--- src/rtl/gerenciador_alarme_pkg.sv ---
// gerenciador_alarme_pkg
// Shared plant definitions for the alarm manager and the supervisory panel logic:
// FSM state codes, parameter defaults and a saturating event-counter helper.
package gerenciador_alarme_pkg;

  typedef enum logic [2:0] {
    StNormal      = 3'd0,
    StSuspeita    = 3'd1,
    StAlarme      = 3'd2,
    StReconhecido = 3'd3,
    StRetorno     = 3'd4
  } estado_e;

  localparam int unsigned FiltroPadrao        = 4;
  localparam int unsigned MeioPeriodoPadrao   = 8;
  localparam int unsigned EsperaRetornoPadrao = 8;

  // Event counter sticks at 255 rather than wrapping.
  function automatic logic [7:0] incr_sat8(input logic [7:0] v);
    return (v == 8'hff) ? v : v + 8'd1;
  endfunction

endpackage

--- src/rtl/gerenciador_alarme_if.sv ---
// gerenciador_alarme_if
// Signal bundle between the plant/operator side and the alarm manager.
//   alarmeSonoroSC : raw alarm from the comparator stage (may glitch)
//   reconhecer     : operator acknowledge, level
//   teste          : lamp/siren test request, level
//   sirene         : siren drive
//   lampada        : alarm lamp
//   estado         : current FSM state code
//   eventos        : saturating count of alarm declarations
// master = plant/operator side, slave = gerenciador_alarme.
interface gerenciador_alarme_if;

  logic       alarmeSonoroSC;
  logic       reconhecer;
  logic       teste;
  logic       sirene;
  logic       lampada;
  logic [2:0] estado;
  logic [7:0] eventos;

  modport master (
    output alarmeSonoroSC,
    output reconhecer,
    output teste,
    input  sirene,
    input  lampada,
    input  estado,
    input  eventos
  );

  modport slave (
    input  alarmeSonoroSC,
    input  reconhecer,
    input  teste,
    output sirene,
    output lampada,
    output estado,
    output eventos
  );

endinterface

--- src/rtl/gerador_sirene.sv ---
// gerador_sirene
// Siren pattern generator: half-period counter with a registered toggle output.
//   clock, reset : sole clock, synchronous active-high reset
//   clr          : restart the pattern; output is 1 for the next MEIO_PERIODO cycles
//   en           : advance the pattern (held while the alarm persists)
//   forca        : value driven on the output while neither clr nor en is active
//   tom          : registered siren drive
module gerador_sirene #(
  parameter int unsigned MEIO_PERIODO = 8
) (
  input  logic clock,
  input  logic reset,
  input  logic clr,
  input  logic en,
  input  logic forca,
  output logic tom
);

  localparam int unsigned W = (MEIO_PERIODO > 1) ? $clog2(MEIO_PERIODO) : 1;
  localparam logic [W-1:0] Fim = W'(MEIO_PERIODO - 1);

  logic [W-1:0] cnt_q, cnt_d;
  logic         tom_q, tom_d;

  always_comb begin
    cnt_d = cnt_q;
    tom_d = tom_q;
    if (clr) begin
      // The entry cycle already counts as the first cycle of the "on" half.
      cnt_d = '0;
      tom_d = 1'b1;
    end else if (en) begin
      if (cnt_q == Fim) begin
        cnt_d = '0;
        tom_d = ~tom_q;
      end else begin
        cnt_d = cnt_q + W'(1);
      end
    end else begin
      cnt_d = '0;
      tom_d = forca;
    end
  end

  always_ff @(posedge clock) begin
    if (reset) begin
      cnt_q <= '0;
      tom_q <= 1'b0;
    end else begin
      cnt_q <= cnt_d;
      tom_q <= tom_d;
    end
  end

  assign tom = tom_q;

endmodule

--- src/rtl/gerenciador_alarme.sv ---
// gerenciador_alarme
// Alarm manager: filters the raw alarm input, latches alarms until acknowledged,
// waits for a stable quiet period before returning to normal, drives siren and lamp,
// and counts alarm declarations.
//   clock, reset : sole clock (rising edge), synchronous active-high reset
//   bus          : gerenciador_alarme_if.slave (inputs alarmeSonoroSC, reconhecer, teste;
//                  registered outputs sirene, lampada, estado, eventos)
module gerenciador_alarme
  import gerenciador_alarme_pkg::*;
#(
  parameter int unsigned FILTRO         = FiltroPadrao,
  parameter int unsigned MEIO_PERIODO   = MeioPeriodoPadrao,
  parameter int unsigned ESPERA_RETORNO = EsperaRetornoPadrao
) (
  input logic                 clock,
  input logic                 reset,
  gerenciador_alarme_if.slave bus
);

  localparam logic [7:0] FimFiltro  = 8'(FILTRO - 1);
  localparam logic [7:0] FimRetorno = 8'(ESPERA_RETORNO);

  estado_e    estado_q, estado_d;
  logic [7:0] cnt_q, cnt_d;
  logic [7:0] eventos_q, eventos_d;
  logic       lampada_q, lampada_d;
  logic       entra_alarme;
  logic       fica_alarme;
  logic       modo_teste;
  logic       tom;

  always_comb begin
    estado_d = estado_q;
    cnt_d    = cnt_q;
    case (estado_q)
      StNormal: begin
        if (bus.alarmeSonoroSC) begin
          estado_d = StSuspeita;
          cnt_d    = 8'd1;
        end else begin
          cnt_d = '0;
        end
      end
      StSuspeita: begin
        if (!bus.alarmeSonoroSC) begin
          estado_d = StNormal;
          cnt_d    = '0;
        end else if (cnt_q == FimFiltro) begin
          estado_d = StAlarme;
          cnt_d    = '0;
        end else begin
          cnt_d = cnt_q + 8'd1;
        end
      end
      StAlarme: begin
        // Latched: only the acknowledge leaves this state.
        cnt_d = '0;
        if (bus.reconhecer) begin
          estado_d = StReconhecido;
        end
      end
      StReconhecido: begin
        if (!bus.alarmeSonoroSC) begin
          estado_d = StRetorno;
          cnt_d    = 8'd1;
        end
      end
      StRetorno: begin
        // A reappearing alarm skips the filter.
        if (bus.alarmeSonoroSC) begin
          estado_d = StAlarme;
          cnt_d    = '0;
        end else if (cnt_q == FimRetorno) begin
          estado_d = StNormal;
          cnt_d    = '0;
        end else begin
          cnt_d = cnt_q + 8'd1;
        end
      end
      default: begin
        estado_d = StNormal;
        cnt_d    = '0;
      end
    endcase
  end

  always_comb begin
    entra_alarme = (estado_d == StAlarme) && (estado_q != StAlarme);
    fica_alarme  = (estado_d == StAlarme) && (estado_q == StAlarme);
    // Test mode only while the FSM rests in NORMAL across the edge.
    modo_teste   = (estado_q == StNormal) && (estado_d == StNormal) && bus.teste;
    lampada_d    = (estado_d == StAlarme) || (estado_d == StReconhecido) ||
                   (estado_d == StRetorno) || modo_teste;
    eventos_d    = entra_alarme ? incr_sat8(eventos_q) : eventos_q;
  end

  always_ff @(posedge clock) begin
    if (reset) begin
      estado_q  <= StNormal;
      cnt_q     <= '0;
      eventos_q <= '0;
      lampada_q <= 1'b0;
    end else begin
      estado_q  <= estado_d;
      cnt_q     <= cnt_d;
      eventos_q <= eventos_d;
      lampada_q <= lampada_d;
    end
  end

  gerador_sirene #(
    .MEIO_PERIODO(MEIO_PERIODO)
  ) u_gerador_sirene (
    .clock(clock),
    .reset(reset),
    .clr  (entra_alarme),
    .en   (fica_alarme),
    .forca(modo_teste),
    .tom  (tom)
  );

  assign bus.estado  = estado_q;
  assign bus.sirene  = tom;
  assign bus.lampada = lampada_q;
  assign bus.eventos = eventos_q;

endmodule

--- src/flat_wrapper.sv ---
// flat-port wrapper written by rule: the top's interface ports become plain ports
module gerenciador_alarme_flat import gerenciador_alarme_pkg::*;
#(
  parameter int unsigned FILTRO         = FiltroPadrao,
  parameter int unsigned MEIO_PERIODO   = MeioPeriodoPadrao,
  parameter int unsigned ESPERA_RETORNO = EsperaRetornoPadrao
)
  (clock, reset, bus_alarmeSonoroSC, bus_reconhecer, bus_teste, bus_sirene, bus_lampada, bus_estado, bus_eventos);
  gerenciador_alarme_if bus_i ();
  input logic clock;
  input logic reset;
  input wire logic [$bits(bus_i.alarmeSonoroSC)-1:0] bus_alarmeSonoroSC;
  input wire logic [$bits(bus_i.reconhecer)-1:0] bus_reconhecer;
  input wire logic [$bits(bus_i.teste)-1:0] bus_teste;
  output wire logic [$bits(bus_i.sirene)-1:0] bus_sirene;
  output wire logic [$bits(bus_i.lampada)-1:0] bus_lampada;
  output wire logic [$bits(bus_i.estado)-1:0] bus_estado;
  output wire logic [$bits(bus_i.eventos)-1:0] bus_eventos;
  assign bus_i.alarmeSonoroSC = bus_alarmeSonoroSC;
  assign bus_i.reconhecer = bus_reconhecer;
  assign bus_i.teste = bus_teste;
  assign bus_sirene = bus_i.sirene;
  assign bus_lampada = bus_i.lampada;
  assign bus_estado = bus_i.estado;
  assign bus_eventos = bus_i.eventos;
  gerenciador_alarme #(.FILTRO(FILTRO), .MEIO_PERIODO(MEIO_PERIODO), .ESPERA_RETORNO(ESPERA_RETORNO)) u_core (.clock(clock), .reset(reset), .bus(bus_i));
endmodule
--- config.mk ---
export PLATFORM = sky130hd
export DESIGN_NAME = gerenciador_alarme_flat
export DESIGN_NICKNAME = d
export VERILOG_FILES = /design/src/rtl/gerenciador_alarme_pkg.sv /design/src/rtl/gerenciador_alarme_if.sv /design/src/rtl/gerador_sirene.sv /design/src/rtl/gerenciador_alarme.sv /design/src/flat_wrapper.sv
export SDC_FILE = /design/constraint.sdc
export NUM_CORES = 1
export LEC_CHECK = 0
export ABC_AREA = 1
export ABC_CLOCK_PERIOD_IN_PS = 1450
export CAP_MARGIN = 20
export CORE_ASPECT_RATIO = 0.7
export CORE_MARGIN = 2
export CORE_UTILIZATION = 45
export CTS_CLUSTER_SIZE = 20
export DETAILED_ROUTE_END_ITERATION = 16
export PLACE_DENSITY = 0.69
export SYNTH_ARGS = -nofsm -noshare
export SYNTH_HDL_FRONTEND = slang
export SYNTH_SLANG_ARGS = --single-unit
--- constraint.sdc ---
create_clock -name clock -period 1.45 [get_ports clock]
set_input_delay 0.29 -clock clock [delete_from_list [all_inputs] [get_ports clock]]
set_output_delay 0.29 -clock clock [all_outputs]
set_load 0.01 [all_outputs]
# Word level (Yosys, flattened, before mapping)

Cells that the tools add are included.

Register bits: 24
Input port bits: 5
Output and inout port bits: 13

Add/subtract/negate cells: 3
Equal/unequal tests: 14
Multiplexer cells: 18
Bitwise logic cells: 3
Reduce and logical (&&, ||, !) cells: 11

Operators by type and width:

| operator                                             | number |
|---|---|
| two-way mux 8 bit                                    | 5 |
| case mux 8 bit (4 select lines)                      | 1 |
| two-way mux 3 bit                                    | 7 |
| adder 8 x 1 -> 8 bit (second input constant)         | 2 |
| case mux 3 bit (5 select lines)                      | 1 |
| equality test 3 x 2 -> 1 bit (second input constant) | 4 |
| equality test 3 bit (second input constant)          | 3 |
| equality test 8 x 2 -> 1 bit (second input constant) | 1 |
| equality test 8 x 4 -> 1 bit (second input constant) | 1 |
| equality test 8 bit (second input constant)          | 1 |
| zero test 3 bit                                      | 2 |
| != test 3 x 2 -> 1 bit (second input constant)       | 2 |
| logical AND 1 bit                                    | 4 |
| two-way mux 1 bit                                    | 4 |
| OR reduction 4 bit                                   | 1 |
| adder 3 x 1 -> 3 bit (second input constant)         | 1 |
| equality test 3 x 1 -> 1 bit (second input constant) | 1 |
| logical OR 1 bit                                     | 3 |
| NOT 1 bit                                            | 3 |
| != test 2 bit (second input constant)                | 1 |
| AND reduction 2 bit                                  | 1 |

# Depth between registers and ports, before layout

Gate-level depths: netlist (run 1).

Depth in word-level cells: 9
Depth in mapped cells: 13
Gate-level depth less buffers: 13

# By module

Synthesis (run 1) repeated with hierarchy kept, for this count alone.

Cell total of the unflattened synthesis: 199
Area, all modules: 1398.8 µm²

Modules (own cells, without submodules):

| module             | instances | cells an instance | area each (µm²) | sequential area each (µm²) |
|---|---|---|---|---|
| gerenciador_alarme | 1         | 175               | 1216.2          | 400.4 |
| gerador_sirene     | 1         | 24                | 182.7           | 80.1 |

# Least setup slack after synthesis (run 1)

No wires, ideal clock.

Path kind: reg2reg
From: register u_core.eventos_q[0], in the netlist u_core.bus.eventos[0]
To: register u_core.eventos_q[6], in the netlist u_core.bus.eventos[6]
Library setup time: 0.071 ns
Data arrival time: 1.447 ns
Required time: 1.379 ns
Setup slack: -0.068 ns
Stages on the path, launching flop included: 8
Clock period less this slack: 1.518 ns
Path through: dfxtp_1 ha_1 nand2_1 nor3b_2 a31oi_4 nand2_4 nand2_1 a21oi_1

Word-level cells in the longest chain between the ends: 3

RTL lines:

| what                                                         | RTL line                  | text |
|---|---|---|
| start: declaration                                           | gerenciador_alarme.sv:25  | `logic [7:0] eventos_q, eventos_d;` |
| start signal: assignment                                     | gerenciador_alarme.sv:106 | `eventos_q <= eventos_d;` |
| branches (longest 3 deep; another with adder 8 x 1 -> 8 bit) | --                        |  |

Parallel ways; which one is timed is not known.
A chain may end at the register's enable or synchronous reset.

# Worst setup path after layout (run 1)

From: register u_core.cnt_q[4]
To: register u_core.u_gerador_sirene.tom_q, in the netlist u_core.u_gerador_sirene.tom

Word-level cells in the longest chain between the ends: 9

RTL lines:

| what                                                                         | RTL line                                           | text |
|---|---|---|
| start: declaration                                                           | gerenciador_alarme.sv:24                           | `logic [7:0] cnt_q, cnt_d;` |
| start signal: assignment                                                     | gerenciador_alarme.sv:105                          | `cnt_q <= cnt_d;` |
| equality test 8 x 4 -> 1 bit or equality test 8 x 2 -> 1 bit (tied branches) | gerenciador_alarme.sv:73, gerenciador_alarme.sv:48 |  |
| two-way mux 3 bit, on equally long branches                                  | gerenciador_alarme.sv:73, gerenciador_alarme.sv:48 |  |
| two-way mux 3 bit, on equally long branches                                  | gerenciador_alarme.sv:70, gerenciador_alarme.sv:45 |  |
| case mux 3 bit (5 select lines) *                                            | gerenciador_alarme.sv:35                           | `case (estado_q)` |
| zero test 3 bit                                                              | gerenciador_alarme.sv:91                           | `modo_teste = (estado_q == StNormal) && (estado_d == StNormal) && bus.teste;` |
| logical AND 1 bit (2 in a row)                                               | gerenciador_alarme.sv:91                           |  |
| two-way mux 1 bit                                                            | gerador_sirene.sv:32                               | `end else if (en) begin` |
| two-way mux 1 bit                                                            | gerador_sirene.sv:28                               | `if (clr) begin` |
| end signal: assignment                                                       | gerador_sirene.sv:51                               | `tom_q <= tom_d;` |
| end: declaration                                                             | gerador_sirene.sv:23                               | `logic tom_q, tom_d;` |

Mark *: on every way between the ends. The rest lies on a longest branch, timed or not.

==> results of run 1 <==
## registers in the layout (all words and copies together) (netlist names)
register,count
u_core.bus.lampada,1
u_core.u_gerador_sirene.cnt_q,3
u_core.cnt_q,8
u_core.u_gerador_sirene.tom,1
u_core.bus.eventos,8
u_core.bus.estado,3
## how the worst min path moves through the flow
stage | slack, ns | cells past startpoint | endpoint
finish | 0.42 | 1 | u_core.u_gerador_sirene.cnt_q[0]
global route | 0.45 | 1 | u_core.u_gerador_sirene.cnt_q[0]
CTS | 0.43 | 1 | u_core.u_gerador_sirene.cnt_q[0]
detailed placement | 0.42 | 1 | u_core.u_gerador_sirene.cnt_q[0]
global placement | 0.41 | 1 | u_core.u_gerador_sirene.cnt_q[0]
floorplan | 0.36 | 1 | u_core.bus.eventos[7]
## repair_timing
item,CTS,global route
buffers inserted,10,4
gates resized for setup,53,37
pin swaps,12,27
setup endpoints to repair,33,21
hold buffers,0,0
cloned,0,1
## per-layer routing
| metal | up-vias | part of all wire, % | global-route usage [%] |
|---|---|---|---|
| li1 | 735 | - | - |
| met1 | 757 | 42 | 29.2 |
| met2 | 61 | 51 | 41.3 |
| met3 | 14 | 4.8 | 5.52 |
| met4 | 0 | 2.7 | 6.73 |
| met5 | - | 0 | 0 |
## worst max-delay path, stage by stage (launching register included)
cell and delay (ns):
dfxtp_1 0.34, nor2_1 0.13, nand2_2 0.12, o21ai_2 0.23, nand2_2 0.11, inv_4 0.10, nand3_1 0.10, nor2_2 0.13
nand2_1 0.07, nand2_1 0.08, nor2_1 0.05
## logic make-up after synthesis
logic type                 synth area share [%]
AOI/OAI and AO/OA                          12.2
xor gates and xnor gates                   4.49
adders and majority gates                  4.58
buffers and inverters                      7.88
DFF                                        35.2
and+or+nand+nor                            35.7
## placed cells by master, fill, tap and decap left out, types with 3 or more instances in the layout
cell             synthesis  layout
buf_4                    1      38
inv_2                    2       3
nor2_1                  20      11
clkbuf_8                 0       4
nand2_2                  3      10
nor3_4                   0       3
inv_4                    1       4
nor2_4                   1       5
nand3_1                 13      11
a21oi_1                 19      15
dfxtp_4                  0       4
nor2_2                   2       7
o21ai_2                  1       3
ha_1                     5       3
dfxtp_1                 24      13
nand2_1                 35      25
nand2_4                  4       6
nor3_1                   7       3
buf_6                    0       6
nand4_1                  3       3
dlygate4sd2_1            0      13
a21oi_2                  0       4
dfxtp_2                  0       7
inv_1                   19      15
xor2_1                   6       6
clkdlybuf4s50_1          0       4
## report_power, final
part	switching, W	internal, W
Combinational	0.0000835	0.0000706
Clock	0.000224	0.000243
Sequential	0.00000899	0.000662
Total	0.000317	0.000976
## layout make-up
type | count | area share (%)
multi-input combinational | 136 | 45.3
inverter | 23 | 4.67
clock buffer | 4 | 2.48
timing repair buffer | 61 | 22.8
sequential | 24 | 22.7
tap | 36 | 2.03
## through the flow
step	std cells	utilization, %	TNS (ns)
after floorplan	184	-	0
after global placement	265	63.3	-6.68
after detailed placement	265	63.3	-8.61
after CTS	279	71.7	-0.264
after global routing	284	78.2	-2.22
final	284	78.2	-0.979
==> summary.txt, run 1 <==
Cells and area
  • Fin area: 2220 sq um
  • Nets: 259
  • Register area: 504 sq um
  • Area of the multi-input gates: 1010 sq um
  • # fillers: 188
  • Share of layout cells above drive strength 1: 48.0%
  • Diodes inserted: 0
  • Syn-to-layout area delta: 62.8%

Setup path
  • Crit path launch: u_core.cnt_q[4]
  • CP Capture Type: register
  • CP Data Arrival Time: 1.74 ns
  • Worst setup path endpoint: u_core.u_gerador_sirene.tom
  • R2r endpoint: u_core.u_gerador_sirene.tom
  • Reg2reg path depth: 10
  • CP Class: reg -> reg
  • CP Launch Type: register
  • Crit path required time: 1.63 ns
  • Worst Path Max Fanout: 5
  • Worst R2R Setup Slack: -0.12 ns
  • RR Startpoint: u_core.cnt_q[4]

Detailed routing
  • Vias: 1567
  • Vias per Instance: 5.52
  • Antenna viol nets, final: 0
  • First-pass iteration count of the detailed router: 4
  • Drt drc: 0
  • Routed wire per std cell: 15.8 microns
  • DR iter-0 viols: 62
  • Total length of routed wires: 4490 microns

STA
  • Setup ws final: -0.116 ns
  • Min Tclk post-route: 1.57 ns
  • Final period utilization: 108%
  • Tightest Pin Transition: 0.301 ns
  • Final Hold Fails: 0
  • Fmax: 639 MHz
  • Setup-failing EPs final: 18
  • Hold_ws: 0.425 ns
  • Fin. max-slew vios: 0
  • Rel. slew slack: 79.9%
  • Clock skew: 0.0100 ns
  • RSZ-0062 raised after global routing: yes

Floorplan
  • Row cnt: 16
  • Chip height: 50.1 microns
  • Io pins: 18
  • Core box area: 2840 sq um
  • Die W: 69.8 microns
  • Die area: 3500 sq um
  • Initial Util: 48.0%

Yosys
  • Synth Cell Area: 1370 sq um
  • Ys async rst share: 0%
  • Synth Net Count: 194
  • Top-area cell type share of the netlist area: 35.2%
  • Top cells by count, synth: nand2_1 (35), dfxtp_1 (24), nor2_1 (20), a21oi_1 (19), inv_1 (19)
  • Count leader, synth: nand2_1
  • Register bit total from synthesis: 24
  • Distinct cells, synth: 34
  • Sequential area share after synthesis: 35.2%
  • Syn_area_per_cell: 7.42 sq um
  • Post-synthesis instance total: 184
  • Post-synth top area cell: dfxtp_1
  • Dominant synthesized flop cell: dfxtp_1
  • Yosys warning count: 0
  • Post-synth EDFFs: 0
  • Top post-synthesis cells by area: dfxtp_1 (35%), nand2_1 (9.6%), a21oi_1 (7.0%), nor2_1 (5.5%), inv_1 (5.2%)

Clocking
  • Clock Path Buffers: 2
  • CTS tree: yes
  • CTS Sinks: 24
  • H-tree levels: 1
  • Num CTS Buffers: 3
  • Reg clk slew, reported paths: 0.09 ns
  • Root cell of the clock tree: clkbuf_8
  • Worst skew pair latency: 0.28 ns

Global routing
  • Gr ovfl total: 0
  • First-pass GRT wire length: 6530 microns
  • Total GRT Usage: 23.6%
  • Vias in the first global route: 1416
  • Antenna violations before repair: 0
  • Largest net degree at the start of global routing: 14

Placed design
  • Pre-CTS WS: -0.509 ns
  • Final GP Congestion: 0.896
  • IO Port Bufs: 17
  • Post-detail-place hpwl: 2640 microns
  • Placed inst area: 1800 sq um

Pwr
  • Tot Pwr: 0.00129 W
  • Static Leakage: 1.01 nW
  • Pwr per Cell Area: 582 nW/um^2
  • Peak supply drop: 621 uV

Run status
  • Status: complete, but fails checks
  • Violated checks: setup timing

Job
  • Maxcap violations: 0

Min path
  • Hold Path Origin: u_core.u_gerador_sirene.cnt_q[0]
  • Hold Crit Class: reg -> reg
No activity file was read; power rests on OpenSTA's default activity.
==> run 2, diff against run 1 <==
--- a/config.mk
+++ b/config.mk
@@ -9,7 +9,7 @@
 export ABC_CLOCK_PERIOD_IN_PS = 1450
 export CAP_MARGIN = 20
 export CORE_ASPECT_RATIO = 0.7
-export CORE_MARGIN = 2
+export CORE_MARGIN = 5
 export CORE_UTILIZATION = 45
 export CTS_CLUSTER_SIZE = 20
 export DETAILED_ROUTE_END_ITERATION = 16
==> run 2 against run 1 <==
The flow still finishes with violations (setup timing). Non-clock buffer count increased by 1. Count of clock-buffer cells in the layout unchanged. Die area increased by 22%. First-iteration DRC count increased by 77%. Final area increased by 4.3%. Clock power increased by 4%. Worst hold slack improved by 0.0039 ns. Critical path depth unchanged. Fmax decreased by 2.1%. Critical path type unchanged. Critical endpoint is now u_core.cnt_q[0].
==> summary.txt, run 2 (same netlist as run 1, synthesis figures left out) <==
Run status
  • Status: complete, but fails checks
  • Violated checks: setup timing

Cells and area
  • Nets: 261 (+0.77%)
  • Commonest non-fill, non-tap cell in the layout: buf_4
  • Syn-to-layout area delta: 69.8%
  • Final core utilization: 81.5% (+3.3 points)
  • Highest-count cells in the layout ignoring fill and taps: buf_4 (39), nand2_1 (25), inv_1 (16)
  • Diodes inserted: 0 (unchanged)
  • Share of layout cells above drive strength 1: 50.0% (+2.0 points)

STA
  • Min Tclk post-route: 1.60 ns (+0.0338 ns)
  • Final Hold Fails: 0 (unchanged)
  • Tightest Pin Transition: 0.337 ns (+0.0366 ns)
  • Final period utilization: 110% (+2.3 points)
  • Rel. slew slack: 77.5% (-2.5 points)
  • Setup-failing EPs final: 20 (+2)
  • Fmax: 625 MHz (-2.1%)
  • Clock skew: 0.0131 ns (+0.00313 ns)
  • RSZ-0062 raised after global routing: yes
  • Fin. max-slew vios: 0 (unchanged)
  • Setup ws final: -0.149 ns (-0.0338 ns)

Min path
  • Hold Crit Class: reg -> reg
  • Hold Path Origin: u_core.u_gerador_sirene.cnt_q[0]

Floorplan
  • Row cnt: 16 (unchanged)
  • Chip height: 56.1 microns (+12%)
  • Io pins: 18 (unchanged)
  • Initial Util: 48.0% (unchanged)
  • Core box area: 2840 sq um (unchanged)
  • Die area: 4250 sq um (+22%)
  • Die W: 75.8 microns (+8.6%)

Setup path
  • CP Class: reg -> reg
  • CP max stage cell: dfxtp_1
  • CP Data Arrival Time: 1.76 ns (+0.02 ns)
  • Crit path required time: 1.61 ns (-0.02 ns)
  • CP Capture Type: register
  • Worst path max stage delay: 0.34 ns (about the same)
  • Crit path max-delay family: simple AND/OR/NAND/NOR gates
  • CP Buf/Inv Count: 2 (+1)
  • Worst R2R Setup Slack: -0.15 ns (-0.03 ns)
  • Worst Path Max Fanout: 4 (-1)
  • Worst-path cell chain: nor2_1, nand2_2, buf_4, o21ai_4, nand2_2, buf_4, nand2_1, nand3_1, nand2_1, a21oi_1
  • RR Startpoint: u_core.cnt_q[4]
  • CP Launch Type: register
  • Crit path launch: u_core.cnt_q[4]

Detailed routing
  • Routed wire per std cell: 16.6 microns (+4.8%)
  • Total length of routed wires: 4740 microns (+5.6%)
  • Vias per Instance: 5.45 (-1.3%)
  • Drt drc: 0 (unchanged)
  • Vias: 1558 (-0.57%)
  • Antenna viol nets, final: 0 (unchanged)
  • DR iter-0 viols: 110 (+77%)
  • First-pass iteration count of the detailed router: 4 (unchanged)

Global routing
  • Total GRT Usage: 20.4% (-3.2 points)
  • Gr ovfl total: 0 (unchanged)
  • First-pass GRT wire length: 6760 microns (+3.5%)
  • Antenna violations before repair: 0 (unchanged)
  • Vias in the first global route: 1466 (+3.5%)
  • Largest net degree at the start of global routing: 14 (unchanged)

Clocking
  • CTS tree: yes
  • Worst skew pair latency: 0.28 ns (about the same)
  • Num CTS Buffers: 3 (unchanged)
  • Reg clk slew, reported paths: 0.10 ns (about the same)
  • Hold_buf cts: 0 (unchanged)
  • Clock Path Buffers: 2 (unchanged)
  • Root cell of the clock tree: clkbuf_8
  • H-tree levels: 1 (unchanged)
  • CTS Sinks: 24 (unchanged)

Pwr
  • Static Leakage: 1.05 nW (+4.0%)
  • Pwr per Cell Area: 576 nW/um^2 (-1.0%)
  • Peak supply drop: 595 uV (-4.2%)

Placed design
  • Pre-CTS WS: -0.428 ns (+0.0813 ns)
  • Post-detail-place hpwl: 2680 microns (+1.4%)
  • IO Port Bufs: 17 (unchanged)
  • Final GP Congestion: 0.844 (-5.8%)

Job
  • Maxcap violations: 0 (unchanged)
-- run 2: repair_timing --
action,in CTS,in global routing
pin swaps,10,22
gates cloned,1,1
buffers inserted,7,9
endpoints found under the setup margin,32,22
gates resized for setup,64,42
-- run 2: path summary, 6_finish.rpt --
path,end,cells after the start
min reg2reg,u_core.u_gerador_sirene.cnt_q[0],1
max reg2reg,u_core.cnt_q[0],10
max,u_core.cnt_q[0],10
min,u_core.u_gerador_sirene.cnt_q[0],1
-- run 2: power breakdown --
part           switching, W  internal, W
Sequential        0.0000106     0.000662
Clock              0.000240     0.000244
Combinational     0.0000914    0.0000860
Total              0.000342     0.000992
-- run 2: final cells by class --
cell class / count / area, sq um
Clock buffer: 4 / 55.1
Fill cell: 159 / 526
Inverter: 23 / 114
Multi-Input combinational cell: 136 / 1080
Sequential cell: 24 / 503
Tap cell: 36 / 45.0
Timing Repair Buffer: 62 / 513
Timing Repair inverter: 1 / 6.26
-- run 2: layer usage --
layer	up-vias	track usage, %	share of wire, %
li1	742	-	-
met1	725	27.4	41
met2	74	30.7	49
met3	17	5.05	6.7
met4	0	8.23	2.9
met5	-	0	0
-- run 2: stage by stage --
step                cell area [sq um]  total power (W)  hold WS [ns]  std cells  setup TNS, ns
floorplan                        1370         0.000748         0.359        184              0
global placement                 1790         0.000808         0.407        264          -6.72
detailed placement               1790         0.000812         0.412        264          -7.72
CTS                              2090          0.00131         0.426        276        -0.0625
global route                     2320          0.00138         0.442        286          -3.19
finish                           2320          0.00133         0.429        286          -1.62
